## src/rtl/mul_pkg.sv

```systemverilog
// Shared types for the iterative radix-4 Booth multiplier: FSM states, Booth digit
// selects and the step-count helper.
package mul_pkg;

    typedef enum logic [1:0] {
        IDLE = 2'd0,
        BUSY = 2'd1,
        DONE = 2'd2
    } state_e;

    typedef enum logic [2:0] {
        ZERO = 3'd0,
        POS1 = 3'd1,
        POS2 = 3'd2,
        NEG1 = 3'd3,
        NEG2 = 3'd4
    } digit_sel_e;

    // Operands are extended by two bits, so one extra digit covers the extension.
    function automatic int steps(input int width);
        return width / 2 + 1;
    endfunction

endpackage

```

## src/rtl/booth_r4_digit.sv

```systemverilog
// Radix-4 Booth recoder: maps a 3-bit multiplier window onto the matching signed
// multiple of the extended multiplicand (0, +-a, +-2a).
module booth_r4_digit
    import mul_pkg::*;
#(
    parameter int WIDTH = 32
) (
    input  logic        [2:0]       window,
    input  logic signed [WIDTH+1:0] a_ext,
    output logic signed [WIDTH+2:0] pp
);

    digit_sel_e              sel;
    logic signed [WIDTH+2:0] a_w;

    assign a_w = {a_ext[WIDTH+1], a_ext};

    always_comb begin
        sel = ZERO;
        unique case (window)
            3'b001, 3'b010: sel = POS1;
            3'b011:         sel = POS2;
            3'b100:         sel = NEG2;
            3'b101, 3'b110: sel = NEG1;
            default:        sel = ZERO;
        endcase
    end

    always_comb begin
        pp = '0;
        case (sel)
            POS1:    pp = a_w;
            POS2:    pp = a_w <<< 1;
            NEG1:    pp = -a_w;
            NEG2:    pp = -(a_w <<< 1);
            default: pp = '0;
        endcase
    end

endmodule

```

## src/rtl/booth_seq_mul.sv

```systemverilog
// Iterative radix-4 Booth multiplier retiring one digit per cycle, with valid/ready
// handshakes, per-operand signedness and synchronous flush.
module booth_seq_mul
    import mul_pkg::*;
#(
    parameter int WIDTH = 32
) (
    input  logic                 clk,
    input  logic                 reset,
    input  logic                 flush,
    input  logic                 in_valid,
    output logic                 in_ready,
    input  logic [WIDTH-1:0]     a,
    input  logic [WIDTH-1:0]     b,
    input  logic                 a_signed,
    input  logic                 b_signed,
    output logic                 out_valid,
    input  logic                 out_ready,
    output logic [2*WIDTH-1:0]   result
);

    localparam int EW    = WIDTH + 2;
    localparam int PW    = WIDTH + 3;
    localparam int AW    = 2 * WIDTH + 4;
    localparam int STEPS = steps(WIDTH);
    localparam int CW    = $clog2(STEPS + 1);

    state_e                state;
    logic        [CW-1:0]  cnt;
    logic signed [EW-1:0]  a_ext;
    logic        [EW-1:0]  b_ext;
    logic signed [AW-1:0]  acc;

    logic        [CW-1:0]  idx;
    logic        [CW:0]    shamt;
    logic        [EW:0]    b_pad;
    logic        [2:0]     window;
    logic signed [PW-1:0]  pp;
    logic signed [AW-1:0]  pp_ext;
    logic signed [AW-1:0]  acc_next;

    assign in_ready  = (state == IDLE);
    assign out_valid = (state == DONE);

    // Digit i covers multiplier bits 2i+1..2i-1; bit -1 is the appended zero.
    assign idx    = CW'(STEPS) - cnt;
    assign shamt  = {idx, 1'b0};
    assign b_pad  = {b_ext, 1'b0};
    assign window = b_pad[shamt +: 3];

    booth_r4_digit #(.WIDTH(WIDTH)) u_digit (
        .window (window),
        .a_ext  (a_ext),
        .pp     (pp)
    );

    assign pp_ext   = {{(AW-PW){pp[PW-1]}}, pp};
    assign acc_next = acc + (pp_ext <<< shamt);

    always_ff @(posedge clk or posedge reset) begin
        if (reset) begin
            state  <= IDLE;
            cnt    <= '0;
            a_ext  <= '0;
            b_ext  <= '0;
            acc    <= '0;
            result <= '0;
        end else begin
            case (state)
                IDLE: begin
                    if (in_valid && !flush) begin
                        a_ext <= a_signed ? {{2{a[WIDTH-1]}}, a} : {2'b00, a};
                        b_ext <= b_signed ? {{2{b[WIDTH-1]}}, b} : {2'b00, b};
                        acc   <= '0;
                        cnt   <= CW'(STEPS);
                        state <= BUSY;
                    end
                end
                BUSY: begin
                    if (flush) begin
                        state <= IDLE;
                    end else begin
                        acc <= acc_next;
                        cnt <= cnt - 1'b1;
                        if (cnt == CW'(1)) begin
                            result <= acc_next[2*WIDTH-1:0];
                            state  <= DONE;
                        end
                    end
                end
                DONE: begin
                    if (flush || out_ready) begin
                        state <= IDLE;
                    end
                end
                default: state <= IDLE;
            endcase
        end
    end

endmodule

```

## config.mk

```make
export PLATFORM = sky130hd
export DESIGN_NAME = booth_seq_mul
export DESIGN_NICKNAME = d
export VERILOG_FILES = /design/src/rtl/mul_pkg.sv /design/src/rtl/booth_r4_digit.sv /design/src/rtl/booth_seq_mul.sv
export SDC_FILE = /design/constraint.sdc
export NUM_CORES = 1
export LEC_CHECK = 0
export CAP_MARGIN = 20
export CELL_PAD_IN_SITES_DETAIL_PLACEMENT = 0
export CELL_PAD_IN_SITES_GLOBAL_PLACEMENT = 1
export CORE_ASPECT_RATIO = 0.9
export CORE_UTILIZATION = 36
export CTS_CLUSTER_SIZE = 14
export DETAILED_ROUTE_END_ITERATION = 10
export GPL_TIMING_DRIVEN = 0
export HOLD_SLACK_MARGIN = 0.12
export PLACE_DENSITY = 0.64
export SLEW_MARGIN = 10
export SYNTH_ARGS = -nofsm -noshare
export SYNTH_HDL_FRONTEND = slang
export SYNTH_SLANG_ARGS = --single-unit
```

## constraint.sdc

```tcl
create_clock -name clk -period 15.9 [get_ports clk]
set_input_delay 3.18 -clock clk [delete_from_list [all_inputs] [get_ports clk]]
set_output_delay 3.18 -clock clk [all_outputs]
set_load 0.1 [all_outputs]
```

# Yosys cells after proc, flatten, opt, wreduce, memory -nomap -nowiden
# Index checks and enable logic that the tools add are counted.
# totals
regBits	207
latchBits	0
mem_bits_rw	0
mem_bits_ro	0
in_bits	71
mem_count	0
# classes
n_addsub	5
n_mul	0
n_div	0
magnitude_cmp	0
n_eq_ne	17
shift	2
n_mux	15
bitwise	1
reduce_logical	11
# ops
cell	count
$pmux 35 s4	1
$mux 68	2
$pmux 68 s2	1
$add 68x68->68	1
$mux 34	2
$sshl 35x6->68	1
$neg 34->35	1
$neg 35->35	1
$shiftx 35x7->3	1
$eq 3x2->1 const B	4
$eq 3x3->1 const B	4
$pmux 3 s4	1
$mux 5	2
$pmux 5 s2	1
$reduce_and 3->1	3
$mux 2	4
$eq 3x1->1 const B	2
$pmux 2 s3	1
$eq 5x1->1 const B	1
$sub 5x1->5 const B	1
$sub 5x5->5 const A	1
$ne 2x1->1 const B	2
$reduce_or 2->1	2
$ne 3x3->1 const B	1
other kinds (10)	10

# Depth between registers and ports, before layout
# Gate-level depths: netlist of run 1.
# depth
depth_word	11
mapped_depth	39

# Cells and area by module
# From an unflattened synthesis of run 1, not the netlist that was laid out.
# unflattened
hier_cells	2017
hier_area_um2	16548.4
# modules_own_cells
mod	instances	cells_each	area_each_um2	seq_area_each_um2
booth_seq_mul	1	1690	14421.3	5029.8
booth_r4_digit	1	327	2127.0	0.0

# Worst setup path before layout of run 1
# OpenSTA, ideal clock, no wires.
# synth_timing
kind	reg2reg
from	register cnt[1]
to	register acc[63]
setup_time_ns	0.079
t_arrival_ns	8.440
setup_slack_ns	7.381
stages_incl_launch_ff	37
period_less_slack_ns	8.519
cell_sequence	dfrtp_1 buf_6 inv_2 buf_1 buf_1 ha_1 clkbuf_1 buf_2 mux4_2 mux2_2 nand3_1 o311ai_1 xnor2_1 clkbuf_1 clkbuf_1 nor2_1 a221o_1 mux2i_1 mux2i_1 mux2i_1 nor2_1 nor2_1 nor2_1 ha_1 clkbuf_1 nand3_1 nand4b_1 o21ai_0 a21oi_1 o41ai_1 a21oi_1 o21ai_0 a31oi_1 o31ai_1 o311ai_0 o311ai_1 mux2i_1
# synth_via
elab_chain_len	11
word_cells_on_any_way	20
cone_classes	add/sub (2); eq/ne (10); shift (2); mux (4); reduce/logical (2)
# synth_lines
element	line_no	text
from (decl)	booth_seq_mul.sv:29	logic [CW-1:0] cnt;
from (signal assigned)	booth_seq_mul.sv:75	cnt <= CW'(STEPS);
from (signal assigned)	booth_seq_mul.sv:84	cnt <= cnt - 1'b1;
$sub 5x5->5 *	booth_seq_mul.sv:46	assign idx = CW'(STEPS) - cnt;
$shiftx 35x7->3	booth_seq_mul.sv:49	assign window = b_pad[shamt +: 3];
$eq 3x3->1, or another cell as far along	booth_r4_digit.sv:20	unique case (window)
$reduce_or 2->1	booth_r4_digit.sv:20	
$pmux 3 s4	booth_r4_digit.sv:20	
$eq 3x3->1, or another cell as far along	booth_r4_digit.sv:31	case (sel)
$pmux 35 s4	booth_r4_digit.sv:31	
$sshl 35x6->68 *	booth_seq_mul.sv:58	assign acc_next = acc + (pp_ext <<< shamt);
$add 68x68->68 *	booth_seq_mul.sv:58	
$mux 68 *	booth_seq_mul.sv:80	if (flush) begin
$pmux 68 s2 *	booth_seq_mul.sv:69	case (state)
to (signal assigned)	booth_seq_mul.sv:83	acc <= acc_next;
to (decl)	booth_seq_mul.sv:32	logic signed [AW-1:0] acc;
# Every way passes the cells marked *; elsewhere a longest branch is shown, timed or not. The select of a mux whose other input is x is not followed.
# A chain may end at the register's enable or synchronous reset.

# Final worst setup path of run 1
# Same ends and word-level chain as after synthesis.

==> impl_metrics.tcl, run 1 <==
set metrics [dict create \
    die_area_mm2 0.0439 \
    route.detailed.drc 10 \
    critPathCaptureType "register" \
    viasPerCell 5.70 \
    grt_pass1_vias 14300 \
    dieHeight_um 199 \
    hold_path_class "register to register" \
    ys_async_sr_fraction_pct 100 \
    hpwl_um 43100 \
    die_w_um 221 \
    cp_max_fo 12 \
    outcome "finished with violations" \
    period_needed_ps 12940 \
    wl_um 55100 \
    violations "DRC" \
    start_util_pct 36.9 \
    yosys_warnings 0 \
    avgSynthCellArea_um2 8.37 \
    wire_per_inst_um 21.3 \
    syn_to_final_growth_pct 18.9 \
    seqCellArea_mm2 0.00503 \
    gr-total-overflow 0 \
    multi_input_comb_area_mm2 0.00982 \
    synth.distinct_cells 81 \
    clock_skew_ps 13.6 \
    required_ps 16370 \
    final_common_cell "nand2_1" \
    finalHoldViolCount 0 \
    start_kind "register" \
    fin_crit_sh_pct 81.4 \
    synth_seq_cells 201 \
    clk_pin_slew_worst_paths_ps 60 \
    worstPathArrival_ps 13420 \
    drtIter0Drc 1088 \
    syn_area_mm2 0.0155 \
    cts_resized 0 \
    io_buffers 136 \
    grtUsageTotal_pct 25.0 \
    worst_slew_pin_slew_ps 1080 \
    slowest_delay_ps 890 \
    synth-edff-count 0 \
    relSlewSlack_pct 27.4 \
    cts_tree "done" \
    fillers 4339 \
    slew_violations 0 \
    grt_pass1_wl_um 85500 \
    pin_count 137 \
    ant_nets 0 \
    core-area_mm2 0.0421 \
    crit_type "register to register" \
    reg2reg_depth 35 \
    drt_pass1_iterations 10 \
    synthFlopType "dfrtp_1" \
    min_to "b_ext[14]" \
    drv_cap 0 \
    tns_ps 0 \
    min-delay-start "b_ext[14]" \
    rr_endpoint "acc[63]" \
    timing.fmax_ghz 0.0773 \
    fp-row-count 71 \
    cts_sinks 201 \
    clk_latency_ps 560 \
    cts_max_level 1 \
    rsz0062_at_grt "false" \
    post_cts.repair.setup_buffers 0 \
    syn_nets 1992 \
    seq_area_frac_synth_pct 32.4 \
    cts_made_buffers 24 \
    grt_max_degree 75 \
    whs_path_depth 2 \
    synthCells 1853 \
    grt_antenna_before_repair 0 \
    r2r_start "cnt[1]" \
    via_count 14700 \
    cp_slowest_cell "o41ai_1" \
    postCtsHoldBufs 0 \
    final_cell_mix "nand2_1, dfrtp_1, nor2_1" \
    nets 2159 \
    gp_congestion 0.968 \
    cts_root_buffer "clkbuf_16" \
    final_layout_size_suffix_gt1_share_pct 8.45 \
    rrSetupSlack_ps 2960 \
    setup_violations 0 \
    clk_path_buf_depth 3 \
]
[critical path, delay by kind of cell, from the launching register on]
family	cells	cell delay [ps]
xor gates and xnor gates	1	480
buffers and inverters	9	3760
muxes	3	650
adders and majority gates	2	690
AOI/OAI and AO/OA	16	6170
and+or+nand+nor	4	610
DFF	1	450
[cell families (layout without fill, tap and decap cells)]
| logic type | Yosys count | in the layout | share of synthesized area [%] |
|---|---|---|---|
| AO/OA/AOI/OAI | 550 | 550 | 23.4 |
| XOR/XNOR | 83 | 83 | 4.87 |
| adder cells (fa/ha/maj) | 68 | 68 | 5.53 |
| buffers and inverters | 165 | 348 | 4.27 |
| flip-flops | 201 | 201 | 32.4 |
| multiplexers | 140 | 140 | 10.9 |
| other | 0 | 1 | 0 |
| AND/OR/NAND/NOR | 646 | 646 | 18.6 |
[layout make-up]
type	count	share of cell area, %
diodes	1	0.0136
plain buffers	136	3.00
clock buffers	33	3.71
clock inverters	9	0.651
inverters	29	0.631
multi-input cells	1487	53.2
flip-flops and latches	201	27.3
well taps	547	3.71
repair buffers	141	7.78
[Yosys cell counts, types with 12 or more instances]
| cell type | instances | area share [%] |
|---|---|---|
| a211oi_1 | 19 | 0.92 |
| a21o_1 | 68 | 3.3 |
| a21oi_1 | 129 | 4.2 |
| a22o_1 | 60 | 3.4 |
| a31oi_1 | 21 | 0.85 |
| and2_1 | 12 | 0.48 |
| buf_1 | 12 | 0.29 |
| buf_2 | 14 | 0.45 |
| clkbuf_1 | 106 | 2.6 |
| dfrtp_1 | 201 | 32 |
| ha_1 | 67 | 5.4 |
| inv_1 | 27 | 0.65 |
| mux2_2 | 77 | 5.6 |
| mux2i_1 | 46 | 3.0 |
| mux4_2 | 15 | 2.2 |
| nand2_1 | 295 | 7.1 |
| nand2b_1 | 14 | 0.56 |
| nand3_1 | 27 | 0.87 |
| nand4_1 | 15 | 0.60 |
| nor2_1 | 155 | 3.7 |
| nor2b_1 | 16 | 0.65 |
| nor3_1 | 36 | 1.2 |
| nor4_1 | 16 | 0.65 |
| o211ai_1 | 14 | 0.68 |
| o21ai_0 | 128 | 4.1 |
| or3_1 | 19 | 0.77 |
| xnor2_1 | 56 | 3.2 |
| xor2_1 | 24 | 1.4 |
[stage by stage]
step	util [%]	setup slack [ps]	std cells	hold slack, ps	instance area [µm²]
6_report	43.8	2960	2584	470	18500
5_1_grt	43.8	2160	2583	495	18500
4_1_cts	43.8	3190	2583	477	18500
2_1_floorplan	-	7240	1853	440	15500
3_5_place_dp	41.9	3260	2541	464	17600
3_3_place_gp	41.7	2850	2536	456	17600
[how the worst max path moves through the flow]
stage	start	endpoint	slack, ps	cells after the start
after floorplan	reset	a_ext[0]	7240	1
after global placement	cnt[1]	acc[63]	2850	34
after detailed placement	cnt[1]	acc[63]	3260	35
after CTS	cnt[1]	acc[63]	3190	35
after global routing	cnt[1]	acc[63]	2160	35
final	cnt[1]	acc[63]	2960	35
[routing by layer]
| layer | up-vias | GRT usage [%] | routed length [µm] |
|---|---|---|---|
| met5 | - | 0 | 0 |
| met4 | 0 | 5.36 | 1070 |
| met3 | 64 | 4.21 | 3530 |
| met2 | 430 | 37.5 | 23000 |
| met1 | 7178 | 37.4 | 27500 |
| li1 | 7057 | - | - |
[flip-flops by register name, indices dropped and copies added (netlist names)]
signal  flops
acc        64
result     64
state       2
a_ext      33
b_ext      33
cnt         5
Power of run 1 is left out: the tool's default activity adds up to more than one toggle a clock period on the data nets, which glitch-free logic cannot reach.
==> run 2, diff against run 1 <==
==> constraint.sdc (replaced) <==
create_clock -name clk -period 12.7 [get_ports clk]
set_input_delay 2.54 -clock clk [delete_from_list [all_inputs] [get_ports clk]]
set_output_delay 2.54 -clock clk [all_outputs]
set_load 0.1 [all_outputs]
==> impl_metrics.tcl, run 2 (same netlist as run 1, synthesis figures left out) <==
set metrics [dict create \
    wire_per_inst_um 21.3 \
    design_area_mm2 0.0185 \
    ant_nets 0 \
    wl_um 55100 \
    fin_crit_sh_pct 93.6 \
    postCtsHoldBufs 0 \
    drtIter0Drc 1109 \
    cp_slowest_cell "o31ai_1" \
    drt_pass1_iterations 8 \
    start_util_pct 36.9 \
    worst_slew_pin_slew_ps 1030 \
    syn_to_final_growth_pct 19.0 \
    cts_tree "done" \
    final_common_cell "nand2_1" \
    use_met3_pct 4.21 \
    cts_root_buffer "clkbuf_16" \
    cts_max_level 1 \
    crit_type "register to register" \
    path_buf_inv 10 \
    relSlewSlack_pct 31.0 \
    fillers 4340 \
    whs_path_depth 2 \
    timing.fmax_ghz 0.0842 \
    slew_violations 0 \
    grtUsageTotal_pct 25.0 \
    required_ps 13170 \
    met1_usage_pct 37.4 \
    critPathCaptureType "register" \
    grt_max_degree 75 \
    final_cell_mix "nand2_1, dfrtp_1, nor2_1" \
    final_layout_size_suffix_gt1_share_pct 8.60 \
    crit_family "compound AO/OA/AOI/OAI gates" \
    gp_congestion 0.968 \
    drv_cap 0 \
    clk_pin_slew_worst_paths_ps 60 \
    grt_pass1_wl_um 85500 \
    met2_usage_pct 37.5 \
    min_to "b_ext[14]" \
    r2r_start "cnt[1]" \
    viasPerCell 5.68 \
    grt_pass1_vias 14300 \
    via_count 14700 \
    clock_skew_ps 12.8 \
    core-area_mm2 0.0421 \
    post_cts.repair.setup_buffers 0 \
    slowest_delay_ps 630 \
    finalHoldViolCount 0 \
    cts_made_buffers 24 \
    reg_top3 "acc (64), result (64)" \
    hold_path_class "register to register" \
    reg2reg_depth 37 \
    route.detailed.drc 10 \
    start_kind "register" \
    rrSetupSlack_ps 820 \
    period_needed_ps 11880 \
    cts_sinks 201 \
    place_area_mm2 0.0176 \
    stdcell_count 2584 \
    clk_latency_ps 560 \
    cp_max_fo 12 \
    setup_violations 0 \
    top_usage_layer "met2" \
    path_depth 37 \
    gr-total-overflow 0 \
    place_inst 2541 \
    pin_count 137 \
    clk_path_buf_depth 3 \
    dieHeight_um 199 \
    min-delay-start "b_ext[14]" \
    worstPathArrival_ps 12360 \
    outcome "finished with violations" \
    grt_antenna_before_repair 0 \
    die_area_mm2 0.0439 \
    die_w_um 221 \
    rsz0062_at_grt "false" \
    rr_endpoint "acc[63]" \
    hpwl_um 43100 \
    utilization_pct 43.8 \
    fp-row-count 71 \
    nets 2159 \
    violations "DRC" \
    io_buffers 136 \
]
run 2: cell types whose count changed in the layout (fill, tap and decap cells not counted), sizes merged:
cell / before / now
buf: 35 / 34
clkbuf: 139 / 140
run 2: cell type report:
type	instances	area (µm²)	share of cell area [%]
Inverter	29	116	0.630
Clock inverter	9	120	0.651
Tap cell	547	684	3.71
Antenna cell	1	2.50	0.0136
Clock buffer	33	684	3.71
Timing Repair Buffer	141	1440	7.78
Sequential cell	201	5030	27.2
Multi-Input combinational cell	1487	9830	53.3
Buffer	136	557	3.02
run 2: repair_timing:
action                     4_1_cts  5_1_grt
gates resized for setup          1        4
cloned                           0        0
setup endpoints to repair        1       11
run 2: per-stage QoR:
step / TNS [ps] / hold WS [ps] / setup WS, ps
global route: 0 / 495 / 26.3
global placement: -661 / 456 / -350
floorplan: 0 / 440 / 4180
detailed placement: 0 / 464 / 55.1
finish: 0 / 470 / 819
CTS: 0 / 477 / 151
run 2: worst max-delay path by stage:
stage | start | end | slack (ps)
final | cnt[1] | acc[63] | 820
after global routing | cnt[1] | acc[63] | 30
after CTS | cnt[1] | acc[63] | 150
after detailed placement | cnt[1] | acc[63] | 60
after global placement | cnt[1] | acc[63] | -350
after floorplan | cnt[1] | acc[63] | 4180
run 2: tightest hold or removal path: stages, from the launching register on:
cell	delay (ps)
dfrtp_1	330
nand2_1	50
nand2_1	50
run 2: per-layer routing:
metal	vias to the layer above	share of wire (%)
met3	64	6.2
met4	0	2.0
met2	420	42
met1	7148	50
li1	7053	-
met5	-	0
Power of run 2 is left out for the same reason.
